## src/rtl/id_ex_stage_if.sv

```systemverilog
// Decode-to-execute bundle: decode-side fields and the registered execute-side outputs.
// The master drives the decode side; the slave (the stage) drives the execute side.
interface id_ex_stage_if #(
    parameter int unsigned DATA_WIDTH    = 64,
    parameter int unsigned OPCODE_LENGTH = 4,
    parameter int unsigned REG_ADDR_W    = 5
);
    logic                     stall;
    logic                     flush;
    logic                     in_valid;
    logic [DATA_WIDTH-1:0]    rd_data1;
    logic [DATA_WIDTH-1:0]    rd_data2;
    logic [DATA_WIDTH-1:0]    imm;
    logic                     alu_src;
    logic [1:0]               alu_op;
    logic [2:0]               funct3;
    logic                     funct7_b5;
    logic [REG_ADDR_W-1:0]    rd_addr;
    logic                     reg_write;
    logic                     mem_read;
    logic                     mem_write;
    logic                     mem_to_reg;

    logic [DATA_WIDTH-1:0]    SrcA;
    logic [DATA_WIDTH-1:0]    SrcB;
    logic [OPCODE_LENGTH-1:0] ALUCC;
    logic                     ex_valid;
    logic                     ex_reg_write;
    logic                     ex_mem_read;
    logic                     ex_mem_write;
    logic                     ex_mem_to_reg;
    logic                     ex_illegal;
    logic [REG_ADDR_W-1:0]    ex_rd_addr;
    logic [DATA_WIDTH-1:0]    ex_store_data;

    modport master (
        output stall, flush, in_valid, rd_data1, rd_data2, imm, alu_src, alu_op,
               funct3, funct7_b5, rd_addr, reg_write, mem_read, mem_write, mem_to_reg,
        input  SrcA, SrcB, ALUCC, ex_valid, ex_reg_write, ex_mem_read, ex_mem_write,
               ex_mem_to_reg, ex_illegal, ex_rd_addr, ex_store_data
    );

    modport slave (
        input  stall, flush, in_valid, rd_data1, rd_data2, imm, alu_src, alu_op,
               funct3, funct7_b5, rd_addr, reg_write, mem_read, mem_write, mem_to_reg,
        output SrcA, SrcB, ALUCC, ex_valid, ex_reg_write, ex_mem_read, ex_mem_write,
               ex_mem_to_reg, ex_illegal, ex_rd_addr, ex_store_data
    );
endinterface

```

## src/rtl/id_ex_stage.sv

```systemverilog
// ID/EX pipeline register with ALU-control decode; every output comes straight from a flop.
// Priority on each edge: reset > flush > stall > load (in_valid=0 loads a bubble).
module id_ex_stage #(
    parameter int unsigned DATA_WIDTH    = 64,
    parameter int unsigned OPCODE_LENGTH = 4,
    parameter int unsigned REG_ADDR_W    = 5
) (
    input  logic          clk,
    input  logic          reset,
    id_ex_stage_if.slave  bus
);
    localparam logic [OPCODE_LENGTH-1:0] CC_AND = OPCODE_LENGTH'(4'b0000);
    localparam logic [OPCODE_LENGTH-1:0] CC_OR  = OPCODE_LENGTH'(4'b0001);
    localparam logic [OPCODE_LENGTH-1:0] CC_ADD = OPCODE_LENGTH'(4'b0010);
    localparam logic [OPCODE_LENGTH-1:0] CC_SUB = OPCODE_LENGTH'(4'b0110);

    logic [DATA_WIDTH-1:0]    r_src_a;
    logic [DATA_WIDTH-1:0]    r_src_b;
    logic [DATA_WIDTH-1:0]    r_store_data;
    logic [OPCODE_LENGTH-1:0] r_alucc;
    logic [REG_ADDR_W-1:0]    r_rd_addr;
    logic                     r_valid;
    logic                     r_reg_write;
    logic                     r_mem_read;
    logic                     r_mem_write;
    logic                     r_mem_to_reg;
    logic                     r_illegal;

    logic [OPCODE_LENGTH-1:0] w_alucc;
    logic                     w_legal;
    logic [DATA_WIDTH-1:0]    w_src_b;
    logic                     w_load_bubble;

    always_comb begin
        w_alucc = CC_ADD;
        w_legal = 1'b1;
        case (bus.alu_op)
            2'b00: w_alucc = CC_ADD;
            2'b01: w_alucc = CC_SUB;
            2'b10: begin
                case (bus.funct3)
                    3'b000:  w_alucc = bus.funct7_b5 ? CC_SUB : CC_ADD;
                    3'b111:  w_alucc = CC_AND;
                    3'b110:  w_alucc = CC_OR;
                    default: w_legal = 1'b0;
                endcase
            end
            2'b11: begin
                // I-type: funct7 bit 30 belongs to the immediate, so it never selects SUB
                case (bus.funct3)
                    3'b000:  w_alucc = CC_ADD;
                    3'b111:  w_alucc = CC_AND;
                    3'b110:  w_alucc = CC_OR;
                    default: w_legal = 1'b0;
                endcase
            end
            default: w_legal = 1'b0;
        endcase
    end

    assign w_src_b       = bus.alu_src ? bus.imm : bus.rd_data2;
    assign w_load_bubble = reset | bus.flush | (~bus.stall & ~bus.in_valid);

    always_ff @(posedge clk) begin
        if (w_load_bubble) begin
            r_valid      <= 1'b0;
            r_reg_write  <= 1'b0;
            r_mem_read   <= 1'b0;
            r_mem_write  <= 1'b0;
            r_mem_to_reg <= 1'b0;
            r_illegal    <= 1'b0;
            r_rd_addr    <= '0;
            r_src_a      <= '0;
            r_src_b      <= '0;
            r_store_data <= '0;
            r_alucc      <= CC_ADD;
        end else if (!bus.stall) begin
            // Illegal encodings still advance as valid, but with side effects suppressed
            r_valid      <= 1'b1;
            r_reg_write  <= bus.reg_write & w_legal;
            r_mem_read   <= bus.mem_read & w_legal;
            r_mem_write  <= bus.mem_write & w_legal;
            r_mem_to_reg <= bus.mem_to_reg;
            r_illegal    <= ~w_legal;
            r_rd_addr    <= bus.rd_addr;
            r_src_a      <= bus.rd_data1;
            r_src_b      <= w_src_b;
            r_store_data <= bus.rd_data2;
            r_alucc      <= w_legal ? w_alucc : CC_ADD;
        end
    end

    assign bus.SrcA          = r_src_a;
    assign bus.SrcB          = r_src_b;
    assign bus.ALUCC         = r_alucc;
    assign bus.ex_valid      = r_valid;
    assign bus.ex_reg_write  = r_reg_write;
    assign bus.ex_mem_read   = r_mem_read;
    assign bus.ex_mem_write  = r_mem_write;
    assign bus.ex_mem_to_reg = r_mem_to_reg;
    assign bus.ex_illegal    = r_illegal;
    assign bus.ex_rd_addr    = r_rd_addr;
    assign bus.ex_store_data = r_store_data;
endmodule

```

## src/flat_wrapper.sv

```systemverilog
// flat-port wrapper written by rule: the top's interface ports become plain ports
module id_ex_stage_flat 
#(
    parameter int unsigned DATA_WIDTH    = 64,
    parameter int unsigned OPCODE_LENGTH = 4,
    parameter int unsigned REG_ADDR_W    = 5
)
  (clk, reset, bus_stall, bus_flush, bus_in_valid, bus_rd_data1, bus_rd_data2, bus_imm, bus_alu_src, bus_alu_op, bus_funct3, bus_funct7_b5, bus_rd_addr, bus_reg_write, bus_mem_read, bus_mem_write, bus_mem_to_reg, bus_SrcA, bus_SrcB, bus_ALUCC, bus_ex_valid, bus_ex_reg_write, bus_ex_mem_read, bus_ex_mem_write, bus_ex_mem_to_reg, bus_ex_illegal, bus_ex_rd_addr, bus_ex_store_data);
  id_ex_stage_if #(.DATA_WIDTH(DATA_WIDTH), .OPCODE_LENGTH(OPCODE_LENGTH), .REG_ADDR_W(REG_ADDR_W)) bus_i ();
  input  logic clk;
  input  logic reset;
  input wire logic [$bits(bus_i.stall)-1:0] bus_stall;
  input wire logic [$bits(bus_i.flush)-1:0] bus_flush;
  input wire logic [$bits(bus_i.in_valid)-1:0] bus_in_valid;
  input wire logic [$bits(bus_i.rd_data1)-1:0] bus_rd_data1;
  input wire logic [$bits(bus_i.rd_data2)-1:0] bus_rd_data2;
  input wire logic [$bits(bus_i.imm)-1:0] bus_imm;
  input wire logic [$bits(bus_i.alu_src)-1:0] bus_alu_src;
  input wire logic [$bits(bus_i.alu_op)-1:0] bus_alu_op;
  input wire logic [$bits(bus_i.funct3)-1:0] bus_funct3;
  input wire logic [$bits(bus_i.funct7_b5)-1:0] bus_funct7_b5;
  input wire logic [$bits(bus_i.rd_addr)-1:0] bus_rd_addr;
  input wire logic [$bits(bus_i.reg_write)-1:0] bus_reg_write;
  input wire logic [$bits(bus_i.mem_read)-1:0] bus_mem_read;
  input wire logic [$bits(bus_i.mem_write)-1:0] bus_mem_write;
  input wire logic [$bits(bus_i.mem_to_reg)-1:0] bus_mem_to_reg;
  output wire logic [$bits(bus_i.SrcA)-1:0] bus_SrcA;
  output wire logic [$bits(bus_i.SrcB)-1:0] bus_SrcB;
  output wire logic [$bits(bus_i.ALUCC)-1:0] bus_ALUCC;
  output wire logic [$bits(bus_i.ex_valid)-1:0] bus_ex_valid;
  output wire logic [$bits(bus_i.ex_reg_write)-1:0] bus_ex_reg_write;
  output wire logic [$bits(bus_i.ex_mem_read)-1:0] bus_ex_mem_read;
  output wire logic [$bits(bus_i.ex_mem_write)-1:0] bus_ex_mem_write;
  output wire logic [$bits(bus_i.ex_mem_to_reg)-1:0] bus_ex_mem_to_reg;
  output wire logic [$bits(bus_i.ex_illegal)-1:0] bus_ex_illegal;
  output wire logic [$bits(bus_i.ex_rd_addr)-1:0] bus_ex_rd_addr;
  output wire logic [$bits(bus_i.ex_store_data)-1:0] bus_ex_store_data;
  assign bus_i.stall = bus_stall;
  assign bus_i.flush = bus_flush;
  assign bus_i.in_valid = bus_in_valid;
  assign bus_i.rd_data1 = bus_rd_data1;
  assign bus_i.rd_data2 = bus_rd_data2;
  assign bus_i.imm = bus_imm;
  assign bus_i.alu_src = bus_alu_src;
  assign bus_i.alu_op = bus_alu_op;
  assign bus_i.funct3 = bus_funct3;
  assign bus_i.funct7_b5 = bus_funct7_b5;
  assign bus_i.rd_addr = bus_rd_addr;
  assign bus_i.reg_write = bus_reg_write;
  assign bus_i.mem_read = bus_mem_read;
  assign bus_i.mem_write = bus_mem_write;
  assign bus_i.mem_to_reg = bus_mem_to_reg;
  assign bus_SrcA = bus_i.SrcA;
  assign bus_SrcB = bus_i.SrcB;
  assign bus_ALUCC = bus_i.ALUCC;
  assign bus_ex_valid = bus_i.ex_valid;
  assign bus_ex_reg_write = bus_i.ex_reg_write;
  assign bus_ex_mem_read = bus_i.ex_mem_read;
  assign bus_ex_mem_write = bus_i.ex_mem_write;
  assign bus_ex_mem_to_reg = bus_i.ex_mem_to_reg;
  assign bus_ex_illegal = bus_i.ex_illegal;
  assign bus_ex_rd_addr = bus_i.ex_rd_addr;
  assign bus_ex_store_data = bus_i.ex_store_data;
  id_ex_stage #(.DATA_WIDTH(DATA_WIDTH), .OPCODE_LENGTH(OPCODE_LENGTH), .REG_ADDR_W(REG_ADDR_W)) u_core (.clk(clk), .reset(reset), .bus(bus_i));
endmodule
```

## config.mk

```make
export PLATFORM = sky130hd
export DESIGN_NAME = id_ex_stage_flat
export DESIGN_NICKNAME = d
export VERILOG_FILES = /design/src/rtl/id_ex_stage_if.sv /design/src/rtl/id_ex_stage.sv /design/src/flat_wrapper.sv
export SDC_FILE = /design/constraint.sdc
export NUM_CORES = 1
export LEC_CHECK = 0
export ABC_AREA = 1
export BUFFER_PORTS_ARGS = -buffer_cell sky130_fd_sc_hd__buf_2
export CORE_AREA = 8 8 158 160
export CTS_CLUSTER_DIAMETER = 100
export DETAILED_ROUTE_END_ITERATION = 10
export DIE_AREA = 0 0 166 168
export PLACE_DENSITY_LB_ADDON = 0.2
export RECOVER_POWER = 25
export SETUP_SLACK_MARGIN = 0.02
export SKIP_LAST_GASP = 1
export SLEW_MARGIN = 40
export SYNTH_ARGS = -nofsm -noshare
export SYNTH_HDL_FRONTEND = slang
export SYNTH_SLANG_ARGS = --single-unit
```

## constraint.sdc

```tcl
create_clock -name clk -period 3.35 [get_ports clk]
set_clock_uncertainty 0.2 [all_clocks]
set_input_delay 0.335 -clock clk [delete_from_list [all_inputs] [get_ports clk]]
set_output_delay 0.335 -clock clk [all_outputs]
set_load 0.02 [all_outputs]
```

Word level (Yosys, flattened, before mapping)
Cells that the tools add are included.
{"block": "totals", "ff_bits": 207, "latchBits": 0, "mem_bits_rw": 0, "mem_bits_ro": 0, "input_bits": 213, "out_inout_bits": 207, "wordCells": 37, "mem_count": 0}
{"block": "op_classes", "add_sub_neg": 0, "mul": 0, "n_div": 0, "order_cmp": 0, "eq_ne": 5, "shifts": 0, "n_mux": 8, "n_bitwise": 9, "n_reduce_logical": 4}
{"operator": "$mux 64", "n": 1}
{"operator": "$pmux 4 s4", "n": 1}
{"operator": "$pmux 4 s3", "n": 1}
{"operator": "$eq 3x3->1 const B", "n": 2}
{"operator": "$and 1x1->1", "n": 4}
{"operator": "$eq 2x2->1 const B", "n": 2}
{"operator": "$mux 4", "n": 1}
{"operator": "$pmux 2 s2", "n": 1}
{"operator": "$logic_not 3->1", "n": 1}
{"operator": "$mux 3", "n": 1}
{"operator": "$not 1->1", "n": 3}
{"operator": "$reduce_or 3->1", "n": 1}
{"operator": "$eq 2x1->1 const B", "n": 1}
{"operator": "$logic_not 2->1", "n": 1}
{"operator": "$mux 1", "n": 2}
{"operator": "$or 1x1->1", "n": 2}
{"operator": "$reduce_or 2->1", "n": 1}

Longest topological paths before layout
{"block": "depth", "ltp_word": 5, "mapped_depth": 7}

Worst setup path after synthesis
OpenSTA, ideal clock, no wires.
{"block": "synth_timing", "path_type": "input to register", "startpoint": "input port bus_stall", "endpoint": "register u_core.r_src_b[33], in the netlist u_core.bus.SrcB[33]", "setup_time_ps": 133, "arrival_time_ps": 1100, "required_time_ps": 3017, "slack_ps": 1918, "path_stages": 7, "path_buffers": 3, "cell_sequence": "buf_4 -> o21ai_4 -> inv_2 -> buf_4 -> buf_6 -> o21ai_1 -> a21oi_1"}
{"block": "synth_between", "elab_chain_cells": 3}
{"item": "from (decl)", "line": "flat_wrapper.sv:12", "text": "input wire logic [$bits(bus_i.stall)-1:0] bus_stall;"}
{"item": "$not 1->1", "line": "id_ex_stage.sv:62", "text": "assign w_load_bubble = reset | bus.flush | (~bus.stall & ~bus.in_valid);"}
{"item": "$and 1x1->1", "line": "id_ex_stage.sv:62"}
{"item": "$or 1x1->1", "line": "id_ex_stage.sv:62"}
{"item": "to (signal assigned)", "line": "id_ex_stage.sv:87", "text": "r_src_b <= w_src_b;"}
{"item": "to (decl)", "line": "id_ex_stage.sv:18", "text": "logic [DATA_WIDTH-1:0] r_src_b;"}
Several ways; a longest one is shown, not always the timed one.
A chain may end at the register's enable or synchronous reset.

Worst setup path after layout
{"block": "layout_timing", "startpoint": "input port bus_stall", "endpoint": "register u_core.r_src_a[2], in the netlist u_core.bus.SrcA[2]"}
{"block": "layout_between", "elab_chain_cells": 3}
{"item": "$not 1->1", "line": "id_ex_stage.sv:62"}
{"item": "$and 1x1->1", "line": "id_ex_stage.sv:62"}
{"item": "$or 1x1->1", "line": "id_ex_stage.sv:62"}
{"item": "to (signal assigned)", "line": "id_ex_stage.sv:86", "text": "r_src_a <= bus.rd_data1;"}
{"item": "to (decl)", "line": "id_ex_stage.sv:17", "text": "logic [DATA_WIDTH-1:0] r_src_a;"}
Several ways; a longest one is shown, not always the timed one.

==> impl_results.md <==
- Initial core utilization: approximately a third
- H-tree depth: 1
- Fill cells: between 2000 and 2500
- Cell count after synthesis: 1051
- Worst EP required: about 3.5 ns
- RSZ-0062 raised after global routing: no
- Largest net degree at the start of global routing: about 140
- Later-pin clock latency in the skew report: 0.51 ns
- Initial DRT Pass Iterations: 4
- Status: finished, violations left
- Max Fclk: between 400 and 500 MHz
- PortBufs: around 420
- Footprint of the multi-input gates: 3029 um2
- FP Rows: 55
- CTS Sinks: approximately 200
- Max cap viols: 1
- Total CTS buffers: 24
- Cell Count, Final, Fillers Out: between 1500 and 2000
- Max VDD drop: ~0.33 mV
- Critical path launch point type: input port
- Vias: between 8000 and 9000
- Failing checks: capacitance limit, slew limit
- Post-synth net total: ~1300
- Final HPWL DP: a little over 20000 um
- Die area: 27890 um2
- Share of cells above drive strength 1: 28.45%
- Global placement routability congestion: between 0.8 and 0.9
- Post-Place Setup Slack: between 1 and 1.5 ns
- Synthesis Warnings: 0
- Final Setup Violations: 0
- Highest-delay cell along the critical path: clkbuf_4
- First-pass GRT wire length: a little under 50000 um
- Register area: just over 4000 um2
- Hold WS: 0.02930 ns
- Worst-path clk slew: ~0.060 ns
- Initial detailed-routing violation count: approximately 560
- CTS tree: done
- Worst Path Arrival: 2.37 ns
- LEAKAGE: 6.250 nW
- I/O Pins: 420
- Max-slew headroom: -12.52%
- Final period util: about two thirds
- Vias per cell: between 4 and 5
- ANT nets after route: 0
- # Post-CTS Setup Buffers: 0
- Total power: around 0.0062 W
- Critical path, cell by cell: clkbuf_1 > o21ai_0 > clkbuf_4 > a21oi_1
- Most frequent cells in the layout: buf_2, nand2_1, a21oi_1
- Clk root buf: clkbuf_16
- Commonest non-fill, non-tap cell in the layout: buf_2
- Number of global-route vias before repair: ~9100
- Count of cell types in the netlist: 19
- Initial antenna violation count: 5
- Seq/Total Area, Yosys: around 52%
- Die H: around 170 um
- GRT Total Usage: 21.21%
- Post-CTS Hold Fix Bufs: 205
- Pins Over Slew Limit: between 100 and 150
- Final hold vios: 0
- Total negative setup slack: 0 ns
- Tmin final: between 2 and 2.5 ns
- Post-CTS Resized: 0
- Setup crit end kind: register
- Pwr Density: between 400 and 500 nW/um2
- Setup ws final: between 1 and 1.5 ns
- Placed insts: ~1700
- Avg WL per Cell: 16.16 um
- Largest stage delay, worst path: ~1.3 ns
- HP Class: input port to register
- DR DRC count: 0
- Avg Inst Size Synth: around 7.5 um2
- Area delta synth->final: 63.96%
- Final-stage net count: about 1800
- Clk buf depth: 3
- Core area: approximately 22000 um2
- Die width: around 170 um
- Syn Std Cell Area: around 7900 um2
- Max FO, Critical Path: 140
- Critical path type: input port to register
- Total grt overflow: 0
- Routed WL: 31280 um
- Post-synthesis register bit count: about 210
- Worst-Margin Slew: between 1.5 and 2 ns
[metrics by stage]
step / area [um2] / utilization [%]
2_1_floorplan: 7871 / -
3_3_place_gp: 10010 / 44.76
3_5_place_dp: 10010 / 44.76
4_1_cts: 12920 / 57.77
5_1_grt: 12900 / 57.70
6_report: 12910 / 57.71
[final timing paths]
path	start	endpoint	slack (ns)	cells past startpoint
max reg2reg	u_core.bus.SrcA[2]$_SDFFE_PP0N_	u_core.bus.SrcA[2]$_SDFFE_PP0N_	2.41	2
min	bus_funct3[2]	u_core.bus.ALUCC[2]$_SDFFE_PP0N_	0.03	6
max	bus_stall	u_core.bus.SrcA[2]$_SDFFE_PP0N_	1.08	4
min reg2reg	u_core.bus.SrcA[40]$_SDFFE_PP0N_	u_core.bus.SrcA[40]$_SDFFE_PP0N_	0.26	2
[report_power, final]
| part | switching [W] | leakage [nW] | internal, W | total [W] |
|---|---|---|---|---|
| registers | 0.0000356 | 1.67 | 0.00252 | 0.00256 |
| logic | 0.000457 | 4.15 | 0.000391 | 0.000848 |
| clock network | 0.00104 | 0.426 | 0.00178 | 0.00282 |
| total | 0.00153 | 6.25 | 0.00469 | 0.00622 |
[cell type report]
cell class,instances,area share (%)
timing repair buffer,632,32.94
sequential,206,31.95
multi-input combinational,692,23.47
clock buffer,35,5.526
tap,285,2.763
inverter,71,2.123
clock inverter,9,1.125
antenna,5,0.09695
[cell usage after synthesis, drive strengths merged]
master,count,area share (%)
a21oi,268,17
a22oi,1,0.095
buf,55,4.3
clkbuf,27,1.3
conb,1,0.048
dfxtp,206,52
inv,71,3.4
nand2,279,13
nand3,3,0.19
nor2,71,3.4
nor3,1,0.064
o21ai,68,4.5
[layer usage]
metal  track usage [%]  vias to the layer above  part of all wire (%)
li1                  -                     4543                     -
met1             23.89                     4013                    40
met2             36.64                      352                    48
met3             7.180                       64                   8.8
met4             8.182                        2                   3.4
met5                 0                        -                 0.026
[worst max-delay path: cells and delay by family]
family / cells / cell delay, ns
buffers and inverters: 2 / 1.51
AO/OA/AOI/OAI: 2 / 0.46
[cells by family (layout without fill, tap and decap cells)]
family / after synthesis / in the layout / share of synthesized area [%]
compound gates: 337 / 337 / 21.60
other cells: 1 / 6 / 0.04764
buf+inv: 153 / 747 / 8.981
simple gates: 354 / 354 / 16.98
flops: 206 / 206 / 52.39
Note: power is estimated with default switching activity, not from simulation.
